### src/rtl/debounce_multi.sv
// Multi-channel debouncer: per-channel synchroniser, strobed history, hysteresis decision.
// Define DEBOUNCE_MULTI_EDGE_EN to build the registered rise/fall pulse outputs.
module debounce_multi #(
   parameter int CHANNELS    = 6,
   parameter int HIST_LEN    = 8,
   parameter int SYNC_STAGES = 2
) (
   input  logic                clk,
   input  logic                reset_n,
   input  logic                sample_en,
   input  logic [CHANNELS-1:0] button,
   output logic [CHANNELS-1:0] debounced,
   output logic [CHANNELS-1:0] rise,
   output logic [CHANNELS-1:0] fall
);

   logic [SYNC_STAGES-1:0][CHANNELS-1:0] sync_q;
   logic [CHANNELS-1:0][HIST_LEN-1:0]    hist_q;
   logic [CHANNELS-1:0][HIST_LEN-1:0]    hist_d;
   logic [CHANNELS-1:0]                  deb_q;
   logic [CHANNELS-1:0]                  deb_d;
   logic [CHANNELS-1:0]                  sync_s;

   function automatic logic all_ones(input logic [HIST_LEN-1:0] h);
      return &h;
   endfunction

   function automatic logic all_zeros(input logic [HIST_LEN-1:0] h);
      return ~|h;
   endfunction

   assign sync_s = sync_q[SYNC_STAGES-1];

   // Synchroniser chain, clocked every cycle independent of the strobe.
   always_ff @(posedge clk or negedge reset_n) begin
      if (!reset_n) begin
         sync_q <= '0;
      end else begin
         sync_q[0] <= button;
         for (int s = 1; s < SYNC_STAGES; s++) begin
            sync_q[s] <= sync_q[s-1];
         end
      end
   end

   // Next history and level; the decision looks at the history including this edge's sample.
   always_comb begin
      hist_d = hist_q;
      deb_d  = deb_q;
      for (int c = 0; c < CHANNELS; c++) begin
         if (sample_en) begin
            hist_d[c] = {hist_q[c][HIST_LEN-2:0], sync_s[c]};
            if (all_ones({hist_q[c][HIST_LEN-2:0], sync_s[c]})) begin
               deb_d[c] = 1'b1;
            end else if (all_zeros({hist_q[c][HIST_LEN-2:0], sync_s[c]})) begin
               deb_d[c] = 1'b0;
            end else begin
               deb_d[c] = deb_q[c];
            end
         end else begin
            hist_d[c] = hist_q[c];
            deb_d[c]  = deb_q[c];
         end
      end
   end

   // History and debounced level registers.
   always_ff @(posedge clk or negedge reset_n) begin
      if (!reset_n) begin
         hist_q <= '0;
         deb_q  <= '0;
      end else begin
         hist_q <= hist_d;
         deb_q  <= deb_d;
      end
   end

   assign debounced = deb_q;

`ifdef DEBOUNCE_MULTI_EDGE_EN
   logic [CHANNELS-1:0] rise_q;
   logic [CHANNELS-1:0] fall_q;

   // Pulses land in the same cycle the new level first appears on debounced.
   always_ff @(posedge clk or negedge reset_n) begin
      if (!reset_n) begin
         rise_q <= '0;
         fall_q <= '0;
      end else begin
         rise_q <= deb_d & ~deb_q;
         fall_q <= ~deb_d & deb_q;
      end
   end

   assign rise = rise_q;
   assign fall = fall_q;
`else
   assign rise = '0;
   assign fall = '0;
`endif

endmodule
### config.mk
export PLATFORM = sky130hd
export DESIGN_NAME = debounce_multi
export DESIGN_NICKNAME = d
export VERILOG_FILES = /design/src/rtl/debounce_multi.sv
export SDC_FILE = /design/constraint.sdc
export NUM_CORES = 1
export LEC_CHECK = 0
export ABC_AREA = 1
export CAP_MARGIN = 20
export CELL_PAD_IN_SITES_DETAIL_PLACEMENT = 1
export CELL_PAD_IN_SITES_GLOBAL_PLACEMENT = 1
export CORE_AREA = 2 2 79 81
export DETAILED_ROUTE_END_ITERATION = 10
export DIE_AREA = 0 0 81 83
export GPL_TIMING_DRIVEN = 0
export PLACE_DENSITY_LB_ADDON = 0.1
export SKIP_LAST_GASP = 1
export SLEW_MARGIN = 20
export SYNTH_ARGS = -nofsm -noshare
export SYNTH_HDL_FRONTEND = slang
export SYNTH_SLANG_ARGS = --single-unit
export TNS_END_PERCENT = 1
### constraint.sdc
create_clock -name clk -period 2.9 [get_ports clk]
set_clock_uncertainty 0.2 [all_clocks]
set_input_delay 0.58 -clock clk [delete_from_list [all_inputs] [get_ports clk]]
set_output_delay 0.58 -clock clk [all_outputs]
set_load 0.005 [all_outputs]
==> metrics.txt, run 1 <==
Hold Path Class=register to register; Slew Limit Fails=0; RePlAce Congestion=0.7793; Die H=83 µm; Initial Utilization=0.4410; DP Worst Slack=1.278 ns; period utilisation layout=0.6839; Crit-path slowest cell=clkdlybuf4s50_1; H-tree Lvls=3; Starting DRT DRC Count=82; leak pwr=1.525 nW; final hold viol count=0; die width=81 µm; worst path bufs/invs=1; Mean Syn Cell Area=8.724 µm²; largest net degree at the start of global routing=37; critical path type=register to primary output; number of global-route vias before repair=2116; CP Data Required Time=2.12 ns; Post-Syn Instances=294; FF+latch count, synth=60; Root Driver=clkbuf_8; slack of the critical path=0.9168 ns; Synth warnings=0; CTS sink count=60; grt ovf=0; # rows=28; area of the multi-input gates=748.2 µm²; post-DR wirelength/cell=13.07 µm; RSZ-0062 raised after global routing=false; non-filler cells, final=411; sw frac=0.2768; fill count=720; unique cell type count in the Yosys netlist=18; Overall Global Routing Usage=0.1935; outcome=finished, final reports clean; Sw Pwr=0.5128 mW; Syn Std Cell Area=2565 µm²; WHS=0.1474 ns; Power Dens Cells=613.4 nW/µm²; # port buffers=13; critical path fanouts, max=2; via count=1948; core area=5816 µm²; slowest stage delay, CP=0.51 ns; sequential share of power=0.525; register area=1501 µm²; Highest Clock Rate=504.2 MHz; CTS tree=done; n_diodes=0; post-synthesis sequential area ratio=0.5854; setup bufs post-CTS=0; minimum clock period=1.983 ns; peak supply drop=0.0002547 V; DRC=0; share of cells above drive strength 1=0.1071; crit end category=primary output; Clock power frac=0.350; CTS Buf Count=9; Clock Latency Late Sink=0.34 ns; Tot Pwr=1.853 mW; startpoint types=register; initial antenna violation count=0; critical path arrival=1.20 ns; cell family with the largest share of critical-path delay=buffers and inverters; final net count=340; drt total wl=5.370 mm; HPWL after DPL=3.817 mm; final setup vio count=0; clock slew seen by the registers of the worst setup and hold paths=0.07 ns; Max Buffers Root-to-Sink=2; Layout area overhead=17.76%; CP Cell Sequence=clkdlybuf4s50_1; Max Cap Viol=0; placed cells=394; vias per inst=4.740; I/O Pins=27; first-pass GRT wire length=9.784 mm; antenna viol nets, final=0; Gate power share=0.125; drt first pass iters=4; Die ar.=6723 µm²; Pint=1.340 mW
path summary, 6_finish.rpt:
| path | startpoint | to | slack (ns) | cells past startpoint |
|---|---|---|---|---|
| max reg2reg | hist_q[4]$_DFFE_PN0P_ | debounced[0]$_DFFE_PN0P_ | 1.62 | 5 |
| max | debounced[3]$_DFFE_PN0P_ | debounced[3] | 0.92 | 1 |
| min reg2reg | sync_q[2]$_DFF_PN0_ | sync_s[2]$_DFF_PN0_ | 0.15 | 0 |
| max in group asynchronous | reset_n | hist_q[30]$_DFFE_PN0P_ | 1.50 | 3 |
| min | sync_q[2]$_DFF_PN0_ | sync_s[2]$_DFF_PN0_ | 0.15 | 0 |
| min in group asynchronous | reset_n | hist_q[2]$_DFFE_PN0P_ | 0.50 | 2 |
through the flow:
stage	utilization	setup TNS (ns)	instance area (µm²)
after global routing	0.5194	0	3020
after detailed placement	0.4897	0	2848
after CTS	0.5194	0	3020
after global placement	0.4867	-54.21	2830
after floorplan	-	0	2606
final	0.5194	0	3020
synthesized netlist by cell type:
| library cell | n | area share |
|---|---|---|
| conb_1 | 1 | 0.0015 |
| nand3_1 | 8 | 0.016 |
| nor3_1 | 6 | 0.012 |
| nor3_2 | 1 | 0.0039 |
| inv_1 | 48 | 0.070 |
| dfrtp_1 | 60 | 0.59 |
| nand4_1 | 4 | 0.0098 |
| or2_2 | 1 | 0.0024 |
| buf_8 | 1 | 0.0059 |
| buf_4 | 14 | 0.041 |
| nand2_2 | 1 | 0.0024 |
| o21ai_0 | 37 | 0.072 |
| buf_6 | 4 | 0.018 |
| clkbuf_1 | 3 | 0.0044 |
| a21oi_1 | 1 | 0.0019 |
| nand2_1 | 82 | 0.12 |
| o21ai_1 | 4 | 0.0078 |
| nor2_1 | 18 | 0.026 |
logic make-up after synthesis:
family / after synthesis / synth area share
buf+inv: 70 / 0.1390
other cells: 1 / 0.001462
simple gates: 121 / 0.1922
compound gates: 42 / 0.08195
flops: 60 / 0.5854
power groups by stage:
stage                     clock network (mW)  registers, mW  logic (mW)
after floorplan                            0          0.973       0.161
after global placement                     0          0.984       0.222
after detailed placement                   0          0.988       0.234
after CTS                              0.662          0.974       0.237
after global routing                   0.705          0.984       0.281
final                                  0.648          0.973       0.232
cell type report:
| class | count | area share |
|---|---|---|
| Sequential cell | 60 | 0.4971 |
| Buffer | 22 | 0.05841 |
| Clock inverter | 2 | 0.003314 |
| Multi-Input combinational cell | 175 | 0.2477 |
| Timing Repair Buffer | 15 | 0.05220 |
| Inverter | 48 | 0.05965 |
| Clock buffer | 14 | 0.05054 |
| Tap cell | 75 | 0.03107 |
routing by layer:
layer	GRT usage	vias to the layer above	wire, µm
met5	0	-	0
met4	0.1140	0	173
met3	0.03913	16	157
met2	0.2975	33	2540
met1	0.2495	951	2499
li1	-	948	-
repair_timing:
item                                   4_1_cts  5_1_grt
gates resized for setup                      0        0
hold buffers                                 1        0
endpoints found under the hold margin       24        0
placed cells by master (no fill, tap or decap), drive strengths merged:
cell type	n
dlygate4sd3	1
nand3	8
clkbuf	17
nor2	18
buf	21
nand4	4
clkdlybuf4s50	12
nor3	7
clkinv	2
nand2	83
conb	12
a21oi	1
inv	48
o21ai	41
or2	1
dfrtp	60
state kept, by name, indices dropped and copies added, names as in the netlist:
name,count
sync_q,6
debounced,6
hist_q,42
sync_s,6
(Power assumes the default switching activity.)
==> run 2, diff against run 1 <==
Settings changed: CORE_AREA 2 2 79 81 to 2 2 86 88, DIE_AREA 0 0 81 83 to 0 0 88 90.
Clock period 2.9 ns to 1.7 ns, I/O delays scaled along.
==> metrics.txt, run 2 (synthesized netlist as in run 1, its figures left out) <==
Most flops, register=hist_q; CP Cell Sequence=clkdlybuf4s50_1; commonest non-fill, non-tap cells in the layout=nand2_1, dfrtp_1, inv_1; Power Dens Cells=1164 nW/µm²; failing checks=setup timing; drt total wl=5.373 mm; period utilisation layout=1.012; # rows=31; Largest register FFs=42; Die H=90 µm; final setup vio count=4; drt first pass iters=4; RePlAce Congestion=0.7896; CTS Buf Count=9; die width=88 µm; Starting DRT DRC Count=96; peak supply drop=0.0005749 V; cell family with the largest share of critical-path delay=buffers and inverters; Layout area overhead=22.68%; placed cells=418; largest net degree at the start of global routing=38; initial antenna violation count=0; CTS sink count=60; Hold Path Class=register to register; DP Worst Slack=0.3288 ns; via count=1919; Slew Limit Fails=0; RSZ-0062 raised after global routing=true; slack of the critical path=-0.02086 ns; commonest non-fill, non-tap cell in the layout=nand2_1; H-tree Lvls=3; vias per inst=4.401; critical path type=register to primary output; antenna viol nets, final=0; WHS=0.1500 ns; worst path bufs/invs=1; first-pass GRT wire length=9.784 mm; Crit-path slowest cell=clkdlybuf4s50_1; grt ovf=0; final net count=341; Root Driver=clkbuf_8; Clock Latency Late Sink=0.34 ns; DRC=0; clock slew seen by the registers of the worst setup and hold paths=0.07 ns; outcome=complete, but fails checks; # port buffers=13; CTS tree=done; minimum clock period=1.721 ns; I/O Pins=27; critical path arrival=1.18 ns; leak pwr=1.596 nW; final hold viol count=0; non-filler cells, final=436; Highest Clock Rate=581.1 MHz; Initial Utilization=0.3654; Max Buffers Root-to-Sink=2; Overall Global Routing Usage=0.1610; CP Data Required Time=1.16 ns; share of cells above drive strength 1=0.1187; slowest stage delay, CP=0.50 ns; critical path fanouts, max=2; Tot Pwr=3.664 mW; startpoint types=register; HPWL after DPL=3.703 mm; crit end category=primary output; number of global-route vias before repair=2105; core area=7020 µm²; post-DR wirelength/cell=12.32 µm; n_diodes=0; Die ar.=7920 µm²; Max Cap Viol=0
run 2: final timing paths:
path | startpoint | end | cells after the start | slack, ns
max in group asynchronous | reset_n | hist_q[18]$_DFFE_PN0P_ | 3 | 0.56
max | debounced[0]$_DFFE_PN0P_ | debounced[0] | 1 | -0.02
min | sync_q[1]$_DFF_PN0_ | sync_s[1]$_DFF_PN0_ | 0 | 0.15
max reg2reg | hist_q[4]$_DFFE_PN0P_ | debounced[0]$_DFFE_PN0P_ | 5 | 0.44
min reg2reg | sync_q[1]$_DFF_PN0_ | sync_s[1]$_DFF_PN0_ | 0 | 0.15
min in group asynchronous | reset_n | debounced[0]$_DFFE_PN0P_ | 2 | 0.24
run 2: what timing repair did:
item / in CTS / in global routing
hold endpoints to repair: 23 / 0
buffers inserted: 1 / 0
setup endpoints to repair: 6 / 5
hold buffers: 1 / 0
resized for setup: 1 / 1
run 2: power by group:
part	leakage (nW)	internal, mW	switching (mW)
clock network	0.127	1.05	0.560
logic	0.711	0.147	0.247
registers	0.758	1.57	0.0867
total	1.60	2.77	0.893
run 2: final cells by class:
| type | instances | area [µm²] |
|---|---|---|
| fillers | 840 | 3874 |
| flip-flops and latches | 60 | 1501 |
| multi-input cells | 175 | 748.2 |
| inverters | 48 | 180.2 |
| plain buffers | 22 | 176.4 |
| repair buffers | 16 | 166.4 |
| clock buffers | 12 | 155.1 |
| well taps | 99 | 123.9 |
| clock inverters | 4 | 95.09 |
run 2: per-layer routing:
layer | GRT usage | up-vias | share of wire
met4 | 0.09359 | 0 | 0.030
met2 | 0.2456 | 27 | 0.47
met1 | 0.2093 | 926 | 0.47
met3 | 0.03306 | 14 | 0.030
met5 | 0 | - | 0
li1 | - | 952 | -
run 2: metrics by stage:
step            TNS, ns    util  area [µm²]
2_1_floorplan         0       -        2606
3_3_place_gp    -116.65  0.4074        2860
3_5_place_dp          0  0.4099        2878
4_1_cts         -0.2022  0.4479        3144
5_1_grt         -0.2697  0.4482        3147
6_report       -0.07489  0.4482        3147
==> run 3, diff against run 2 <==
Settings changed: CELL_PAD_IN_SITES_DETAIL_PLACEMENT 1 to 0.
==> metrics.txt, run 3 (synthesized netlist as in run 1, its figures left out) <==
# port buffers=13; critical path arrival=1.17 ns; drt total wl=4.801 mm; crit end category=primary output; Hold Path Class=register to register; share of cells above drive strength 1=0.1104; design area=3092 µm²; Largest register FFs=42; period utilisation layout=1.008; final setup vio count=4; initial antenna violation count=0; area of the multi-input gates=748.2 µm²; Starting DRT DRC Count=114; CP Data Required Time=1.16 ns; die width=88 µm; CTS tree=done; R2R Setup Slk=0.45 ns; CTS sink count=60; commonest non-fill, non-tap cells in the layout=nand2_1, dfrtp_1, inv_1; largest net degree at the start of global routing=38; Highest Clock Rate=583.3 MHz; Crit-path slowest cell=clkdlybuf4s50_1; Max Buffers Root-to-Sink=2; worst r2r src=hist_q[4]$_DFFE_PN0P_; Root Driver=clkbuf_8; slowest stage delay, CP=0.50 ns; failing checks=setup timing; Initial Utilization=0.3654; Power Dens Cells=1088 nW/µm²; CP Cell Sequence=clkdlybuf4s50_1; clock slew seen by the registers of the worst setup and hold paths=0.07 ns; startpoint types=register; Overall Global Routing Usage=0.1479; Pint=2.510 mW; H-tree Lvls=3; RePlAce Congestion=0.7896; leak pwr=1.567 nW; Gate power share=0.113; Clock power frac=0.394; Die ar.=7920 µm²; critical path fanouts, max=2; minimum clock period=1.714 ns; # rows=31; Slew Limit Fails=0; DP Worst Slack=0.3334 ns; RSZ-0062 raised after global routing=true; Clock Latency Late Sink=0.33 ns; slack of the critical path=-0.01431 ns; HPWL after DPL=3.329 mm; cell family with the largest share of critical-path delay=buffers and inverters; peak supply drop=0.0004501 V; DRC=0; outcome=complete, but fails checks; I/O Pins=27; CTS Buf Count=9; core area=7020 µm²; vias per inst=4.191; worst-case hold path end point=sync_s[4]$_DFF_PN0_; grt ovf=0; antenna viol nets, final=0; critical path type=register to primary output; final core occ=0.4404; drt first pass iters=4; hold path startpoint=sync_q[4]$_DFF_PN0_; setup bufs post-CTS=0; cells on worst reg2reg path=5; number of global-route vias before repair=1926; via count=1819; Layout area overhead=20.54%; hold depth=0; worst path bufs/invs=1; DP Area=2878 µm²; register area=1501 µm²; Max Cap Viol=0; final net count=340; post-DR wirelength/cell=11.06 µm; sequential share of power=0.492; worst reg2reg endpoint=debounced[0]$_DFFE_PN0P_; final hold viol count=0; fill count=713; n_diodes=0; Sw Pwr=0.8528 mW; sw frac=0.2536; Die H=90 µm; commonest non-fill, non-tap cell in the layout=nand2_1; first-pass GRT wire length=9.114 mm; Most flops, register=hist_q
==> run 3: cell types whose count changed in the layout (fill, tap and decap cells not counted), sizes merged <==
cell,before,now
bufinv,3,1
clkbuf,15,17
buf,22,21
clkinv,1,0
==> run 3: worst max-delay path by stage <==
stage	start	end	slack, ns	cells past startpoint
after global placement	reset_n	debounced[3]$_DFFE_PN0P_	-1.95	1
after detailed placement	debounced[4]$_DFFE_PN0P_	debounced[4]	0.33	1
final	debounced[2]$_DFFE_PN0P_	debounced[2]	-0.01	1
after floorplan	hist_q[4]$_DFFE_PN0P_	debounced[0]$_DFFE_PN0P_	0.50	5
after global routing	debounced[5]$_DFFE_PN0P_	debounced[5]	-0.08	1
after CTS	debounced[4]$_DFFE_PN0P_	debounced[4]	-0.04	1
==> run 3: layout make-up <==
cell class                      instances  area share
Tap cell                               99     0.04006
Timing Repair Buffer                   15     0.05140
Multi-Input combinational cell        175      0.2420
Buffer                                 22     0.05706
Clock buffer                           14     0.05585
Sequential cell                        60      0.4856
Inverter                               48     0.05828
Clock inverter                          1    0.009713
==> run 3: routing by layer <==
metal	GRT usage	part of all wire
met1	0.2121	0.52
met5	0	0
met3	0.03122	0.030
met4	0.08205	0.025
met2	0.2058	0.43
==> run 3: power groups by stage <==
| stage | logic, mW | clock network (mW) | registers [mW] |
|---|---|---|---|
| floorplan | 0.274 | 0 | 1.66 |
| detailed placement | 0.390 | 0 | 1.68 |
| global placement | 0.382 | 0 | 1.68 |
| CTS | 0.393 | 1.37 | 1.66 |
| global route | 0.460 | 1.45 | 1.68 |
| finish | 0.381 | 1.33 | 1.66 |
==> run 3: per-stage QoR <==
step | hold slack (ns) | setup TNS, ns | std cells | power, mW
6_report | 0.1480 | -0.04007 | 434 | 3.363
5_1_grt | 0.1575 | -0.2588 | 434 | 3.586
4_1_cts | 0.1508 | -0.1836 | 434 | 3.419
3_5_place_dp | 0.06688 | 0 | 418 | 2.072
3_3_place_gp | 0.1317 | -116.65 | 417 | 2.064
2_1_floorplan | -0.1556 | 0 | 305 | 1.933
==> run 3: repair_timing <==
action                                  CTS  global route
hold buffers                              1             0
endpoints found under the setup margin    6             5
gates resized for setup                   1             1
hold endpoints to repair                 23             0
